[config.mk]
export PLATFORM = sky130hd
export DESIGN_NAME = pipe_ctrl
export DESIGN_NICKNAME = d
export VERILOG_FILES = /design/src/rtl/pipe_ctrl_pkg.sv /design/src/rtl/pipe_ctrl_stall_watchdog.sv /design/src/rtl/pipe_ctrl.sv
export SDC_FILE = /design/constraint.sdc
export NUM_CORES = 1
export LEC_CHECK = 0
export BUFFER_PORTS_ARGS = -buffer_cell sky130_fd_sc_hd__buf_2
export CAP_MARGIN = 20
export CORE_MARGIN = 3
export CORE_UTILIZATION = 40
export CTS_BUF_LIST = sky130_fd_sc_hd__clkbuf_4 sky130_fd_sc_hd__clkbuf_8 sky130_fd_sc_hd__clkbuf_16
export DETAILED_ROUTE_END_ITERATION = 12
export HOLD_SLACK_MARGIN = 0.03
export PLACE_DENSITY_LB_ADDON = 0.3
export SLEW_MARGIN = 0
export SYNTH_ARGS = -nofsm -noshare
export SYNTH_HDL_FRONTEND = slang
export SYNTH_SLANG_ARGS = --single-unit
[constraint.sdc]
create_clock -name clk -period 7.1 [get_ports clk]
set_clock_uncertainty 0.15 [all_clocks]
set_input_delay 2.13 -clock clk [delete_from_list [all_inputs] [get_ports clk]]
set_output_delay 2.13 -clock clk [all_outputs]
set_load 0.05 [all_outputs]
[src/rtl/pipe_ctrl_pkg.sv]
// Shared constants for the pipeline stall/flush controller.
// Contents:
//   STALL_BUS    number of inter-stage pipeline registers (IF/ID, ID/EX, EX/MEM, MEM/WB)
//   stall_enc_t  packed {pc_stall, stall[3:0], bubble[3:0]} control word
//   STALL_*      control words for each arbitration outcome
//   ST_*         exception FSM state codes
//   SRC_*        index of each stall source in the per-source counter array
package pipe_ctrl_pkg;

    localparam int STALL_BUS = 4;
    localparam int ENC_W     = 1 + 2 * STALL_BUS;

    typedef logic [ENC_W-1:0] stall_enc_t;

    // {pc_stall, stall[3:0], bubble[3:0]}
    localparam stall_enc_t STALL_NONE  = 9'b0_0000_0000;
    localparam stall_enc_t STALL_IF    = 9'b1_0001_0000;
    localparam stall_enc_t STALL_ID    = 9'b1_0001_0010;
    localparam stall_enc_t STALL_EX    = 9'b1_0011_0100;
    localparam stall_enc_t STALL_MEM   = 9'b1_0111_1000;
    // While draining, PC and IF/ID hold so the discarded beat cannot land anywhere.
    localparam stall_enc_t STALL_DRAIN = 9'b1_0001_0000;

    localparam logic [0:0] ST_IDLE  = 1'b0;
    localparam logic [0:0] ST_DRAIN = 1'b1;

    localparam int SRC_IF  = 0;
    localparam int SRC_ID  = 1;
    localparam int SRC_EX  = 2;
    localparam int SRC_MEM = 3;

endpackage

[src/rtl/pipe_ctrl_stall_watchdog.sv]
// Stall watchdog: counts consecutive cycles with any stall request raised and
// sets a sticky error once the count reaches STALL_TIMEOUT.
// Ports:
//   clk, rst      clock, synchronous active-high reset
//   req_i         any stall request high this cycle
//   hold_i        freeze the count (fetch drain in progress)
//   hang_err_o    sticky timeout flag, cleared only by rst
module pipe_ctrl_stall_watchdog #(
    parameter int STALL_TIMEOUT = 1024
) (
    input  logic clk,
    input  logic rst,
    input  logic req_i,
    input  logic hold_i,
    output logic hang_err_o
);

    localparam int CW = $clog2(STALL_TIMEOUT + 1);
    localparam logic [CW-1:0] LIMIT = CW'(STALL_TIMEOUT);

    logic [CW-1:0] cnt_q, cnt_d;
    logic          hang_q, hang_d;

    always_comb begin
        cnt_d = cnt_q;
        if (!req_i) begin
            cnt_d = '0;
        end else if (!hold_i && (cnt_q != LIMIT)) begin
            cnt_d = cnt_q + CW'(1);
        end
        hang_d = hang_q | (cnt_d == LIMIT);
    end

    always_ff @(posedge clk) begin
        if (rst) begin
            cnt_q  <= '0;
            hang_q <= 1'b0;
        end else begin
            cnt_q  <= cnt_d;
            hang_q <= hang_d;
        end
    end

    assign hang_err_o = hang_q;

endmodule

[src/rtl/pipe_ctrl.sv]
// Central stall/flush controller for the 5-stage pipeline.
// Arbitrates stall requests (exception > mem > ex > id > if), drives the
// per-register hold/bubble masks and PC redirect, drains an in-flight fetch
// after a flush, counts stall cycles per source and runs a hang watchdog.
// Ports:
//   clk, rst                       clock, synchronous active-high reset
//   stallreq_if/id/ex/mem          per-stage stall requests
//   exception, excep_new_pc        committed exception/ERET and its target
//   if_axi_busy, if_resp_valid     fetch AXI read outstanding / beat returned
//   pc_stall, stall, bubble        PC hold, register hold mask, NOP-insert mask
//   flush, pc_redirect, redirect_pc pipeline clear and PC load
//   if_discard                     drop the returning fetch beat
//   hang_err                       sticky watchdog error
//   cnt_if/id/ex/mem               saturating stall-cycle counters
module pipe_ctrl
    import pipe_ctrl_pkg::*;
#(
    parameter int STALL_TIMEOUT = 1024,
    parameter int CNT_W         = 32
) (
    input  logic                 clk,
    input  logic                 rst,
    input  logic                 stallreq_if,
    input  logic                 stallreq_id,
    input  logic                 stallreq_ex,
    input  logic                 stallreq_mem,
    input  logic                 exception,
    input  logic [31:0]          excep_new_pc,
    input  logic                 if_axi_busy,
    input  logic                 if_resp_valid,
    output logic                 pc_stall,
    output logic [STALL_BUS-1:0] stall,
    output logic [STALL_BUS-1:0] bubble,
    output logic                 flush,
    output logic                 pc_redirect,
    output logic [31:0]          redirect_pc,
    output logic                 if_discard,
    output logic                 hang_err,
    output logic [CNT_W-1:0]     cnt_if,
    output logic [CNT_W-1:0]     cnt_id,
    output logic [CNT_W-1:0]     cnt_ex,
    output logic [CNT_W-1:0]     cnt_mem
);

    function automatic logic [CNT_W-1:0] sat_inc(input logic [CNT_W-1:0] v);
        return (&v) ? v : v + CNT_W'(1);
    endfunction

    logic [0:0]     state_q, state_d;
    stall_enc_t     enc;
    logic [3:0]     charge;
    logic [CNT_W-1:0] cnt_q [4];

    always_comb begin
        state_d     = state_q;
        enc         = STALL_NONE;
        flush       = 1'b0;
        pc_redirect = 1'b0;
        redirect_pc = '0;
        if_discard  = 1'b0;
        charge      = '0;
        if (state_q == ST_IDLE) begin
            if (exception) begin
                // Flush wins outright; same-cycle stall requests are moot.
                flush       = 1'b1;
                pc_redirect = 1'b1;
                redirect_pc = excep_new_pc;
                if_discard  = if_resp_valid;
                if (if_axi_busy && !if_resp_valid) begin
                    state_d = ST_DRAIN;
                end
            end else if (stallreq_mem) begin
                enc             = STALL_MEM;
                charge[SRC_MEM] = 1'b1;
            end else if (stallreq_ex) begin
                enc            = STALL_EX;
                charge[SRC_EX] = 1'b1;
            end else if (stallreq_id) begin
                enc            = STALL_ID;
                charge[SRC_ID] = 1'b1;
            end else if (stallreq_if) begin
                enc            = STALL_IF;
                charge[SRC_IF] = 1'b1;
            end
        end else begin
            enc        = STALL_DRAIN;
            if_discard = 1'b1;
            if (exception) begin
                flush       = 1'b1;
                pc_redirect = 1'b1;
                redirect_pc = excep_new_pc;
            end
            // The stale beat is the only thing outstanding; once it lands we are clean.
            if (if_resp_valid) begin
                state_d = ST_IDLE;
            end
        end
    end

    assign {pc_stall, stall, bubble} = enc;

    always_ff @(posedge clk) begin
        if (rst) begin
            state_q <= ST_IDLE;
            for (int i = 0; i < 4; i++) cnt_q[i] <= '0;
        end else begin
            state_q <= state_d;
            for (int i = 0; i < 4; i++) begin
                if (charge[i]) cnt_q[i] <= sat_inc(cnt_q[i]);
            end
        end
    end

    assign cnt_if  = cnt_q[SRC_IF];
    assign cnt_id  = cnt_q[SRC_ID];
    assign cnt_ex  = cnt_q[SRC_EX];
    assign cnt_mem = cnt_q[SRC_MEM];

    pipe_ctrl_stall_watchdog #(
        .STALL_TIMEOUT(STALL_TIMEOUT)
    ) u_watchdog (
        .clk        (clk),
        .rst        (rst),
        .req_i      (stallreq_if | stallreq_id | stallreq_ex | stallreq_mem),
        .hold_i     (state_q == ST_DRAIN),
        .hang_err_o (hang_err)
    );

endmodule

==> results.rst <==
.. list-table::
   :header-rows: 1

   * - Metric
     - Value
   * - Sequential-to-total area share from yosys stat
     - 51.6%
   * - Leak Pwr
     - 3.73 nW
   * - Source-to-sink clock delay at the later pin of the worst-skew pair
     - 0.42 ns
   * - Wire length of the first global-routing pass
     - 31500 um
   * - Unique masters post-synth
     - 47
   * - Count of input and output buffers
     - 211
   * - Number of flip-flops and latches in the synthesized netlist
     - 141
   * - Synth-to-layout area growth
     - 23.5%
   * - Number of instances in the placed design
     - 1242
   * - Post-route core utilization
     - 51.3%
   * - Number of instances on the worst hold path
     - 2
   * - Number of hold violations in the final report
     - 0
   * - Clock tree from TritonCTS
     - done
   * - Largest fanout on the critical path
     - 4
   * - All-Layer GR Usage
     - 17.9%
   * - Initial antenna violation count
     - 0
   * - Yosys top cell by area
     - sky130_fd_sc_hd__edfxtp_1
   * - Number of buffers on the longest clock path
     - 2
   * - Vias after detailed routing
     - 6639
   * - Number of placement rows
     - 50
   * - Highest clock rate
     - 179 MHz
   * - Arr. time, crit path
     - 3.30 ns
   * - Final setup viols
     - 0
   * - Final slew viol count
     - 0
   * - Result of the run
     - finished, final reports clean
   * - Via count normalized by instance count
     - 5.21
   * - Power per Cell Area
     - 229 nW/um2
   * - Count of routing violations after the opening detailed-route iteration
     - 405
   * - Chip width
     - 147 um
   * - Starting Density
     - 41.6%
   * - Transition time at the pin with the least slew margin
     - 0.761 ns
   * - Required time worst endpoint
     - 4.82 ns
   * - Startpoint-to-endpoint class of the critical path
     - input port to output pin
   * - Y dimension of the die
     - 147 um
   * - Total CTS buffers
     - 17
   * - Largest net degree at the start of global routing
     - 41
   * - Most area-consuming cells after synthesis
     - sky130_fd_sc_hd__edfxtp_1 (48%), sky130_fd_sc_hd__xnor2_1 (8.7%), sky130_fd_sc_hd__nor2_1 (6.1%)
   * - Crit. End Element
     - output pin
   * - Synth Area per Inst
     - 9.92 um2
   * - Share of the cycle needed by the critical path after routing
     - 78.6%
   * - Setup_tns
     - 0 ns
   * - Antenna-violating nets left
     - 0
   * - Max-cap violations
     - 0
   * - Top flip-flop cell by instance count after synthesis
     - sky130_fd_sc_hd__edfxtp_1
   * - Cell chosen for the clock root
     - sky130_fd_sc_hd__clkbuf_16
   * - Hpwl dp
     - 13400 um
   * - Highest ir drop seen on vdd
     - 0.000153 V
   * - Final critical-path required period
     - 5.58 ns
   * - Area of all placed cells without fillers
     - 9830 um2
   * - CP startpoint kind
     - input port
   * - Total setup buffers inserted after CTS
     - 0
   * - Post-cts hold buffer count
     - 0
   * - Die outline area
     - 21600 um2
   * - Cell count of the worst reg-to-reg path
     - 5
   * - Design Power
     - 2.25 mW
   * - Number of nets at the end of the flow
     - 1048
   * - Clock transition at the registers of the reported paths
     - 0.06 ns
   * - Fraction of registers with async set/reset
     - 0%
   * - Placer Congestion
     - 0.795
   * - Layout cells sized above 1
     - 25.5%
   * - Num Clock Sinks
     - 141
   * - Post-synth design cell area
     - 7960 um2
   * - Cell area reported after detailed placement
     - 9220 um2
   * - Ranking of synthesized cells by instance count
     - sky130_fd_sc_hd__nor2_1 (130), sky130_fd_sc_hd__edfxtp_1 (128), sky130_fd_sc_hd__xnor2_1 (79)
   * - Boundary Pins
     - 214
   * - Average wire per cell in the routed design
     - 15.2 um
   * - Setup repair after global routing missed its margin
     - no
   * - Remaining global-route overflow
     - 0
   * - Max_slew headroom
     - 49.2%
   * - Number of iterations in the first detailed-routing pass
     - 5
   * - Number of levels in the clock H-tree
     - 4
   * - Vias in the first global route
     - 6268
   * - Final non-filler cell total
     - 1275
   * - Number of enable flip-flop cells after synthesis
     - 128
   * - Wire length reported by the detailed router
     - 19400 um
   * - Top cell type's share of synthesized area
     - 48.3%
   * - DRC errors left
     - 0
   * - YS warnings
     - 0
   * - # resized after CTS
     - 0
   * - Most numerous cell in the Yosys netlist
     - sky130_fd_sc_hd__nor2_1
   * - Hold crit path type
     - flop to flop
   * - Cell count after synthesis
     - 802
   * - Placeable core region
     - 19100 um2
[final cells by class]
cell class,count,area [um2]
timing repair buffer,217,1100
fill,1783,9320
tap,260,325
inverter,30,113
sequential,141,4100
clock buffer,18,433
multi-input combinational,594,3580
antenna,1,2.50
clock inverter,14,169
[kinds of logic after synthesis]
logic type / Yosys count / synth area share, %
simple gates: 419 / 27.5
buf+inv: 68 / 3.51
mux: 3 / 0.393
fa+ha+maj: 6 / 0.943
xor+xnor: 108 / 11.9
flops: 141 / 51.6
compound gates: 56 / 4.18
other cells: 1 / 0.0471
[metrics by stage]
step / hold WS [ns] / worst slack, ns
finish: 0.323 / 1.52
global placement: 0.303 / 1.50
global route: 0.363 / 1.39
detailed placement: 0.321 / 1.48
CTS: 0.337 / 1.48
floorplan: 0.337 / 0.744
[flip-flops by register name, summed over array words and instances, names as in the netlist]
signal                 count
cnt_q                    128
state_q                    1
u_watchdog.cnt_q          11
u_watchdog.hang_err_o      1
[layer usage]
layer	global-route usage (%)	wire, um
met5	0	0
met2	29.7	9350
met1	22.7	8520
met3	4.13	1090
met4	6.71	418
[layout by cell type (no fill, tap or decap), drive strengths merged, types with 5 or more instances in the layout]
cell type    n
nor2       130
xor2        29
o21ai       17
dfxtp       13
clkinv       7
inv         32
and4        19
nand2       45
nor3        24
and3        15
nand4       21
a21oi       23
nor4        36
and2        39
buf        217
or3         18
nand3       46
nand2b       6
clkbuf      18
xnor2       79
ha           6
a21o         5
edfxtp     128
[report_power, final]
part	leakage (nW)	internal (mW)	total [mW]	switching, mW
Combinational	1.99	0.0798	0.336	0.256
Clock	0.294	0.557	0.918	0.360
Sequential	1.45	0.947	0.998	0.0505
Total	3.73	1.58	2.25	0.667
[worst paths after layout]
kind / startpoint / to / slack, ns
worst max-delay path: stallreq_if / pc_stall / 1.52
worst min-delay path: u_watchdog.hang_err_o$_SDFF_PP0_ / u_watchdog.hang_err_o$_SDFF_PP0_ / 0.32
worst max register to register: cnt_q[0][8]$_SDFFCE_PN0P_ / cnt_q[0][23]$_SDFFCE_PN0P_ / 4.06
worst min register to register: u_watchdog.hang_err_o$_SDFF_PP0_ / u_watchdog.hang_err_o$_SDFF_PP0_ / 0.32
[worst max-delay path: stages]
cell and delay [ns]:
sky130_fd_sc_hd__buf_2 0.11, sky130_fd_sc_hd__nor4_1 0.60, sky130_fd_sc_hd__o21bai_1 0.20, sky130_fd_sc_hd__buf_2 0.26
Note: power is estimated with default switching activity, not from simulation.
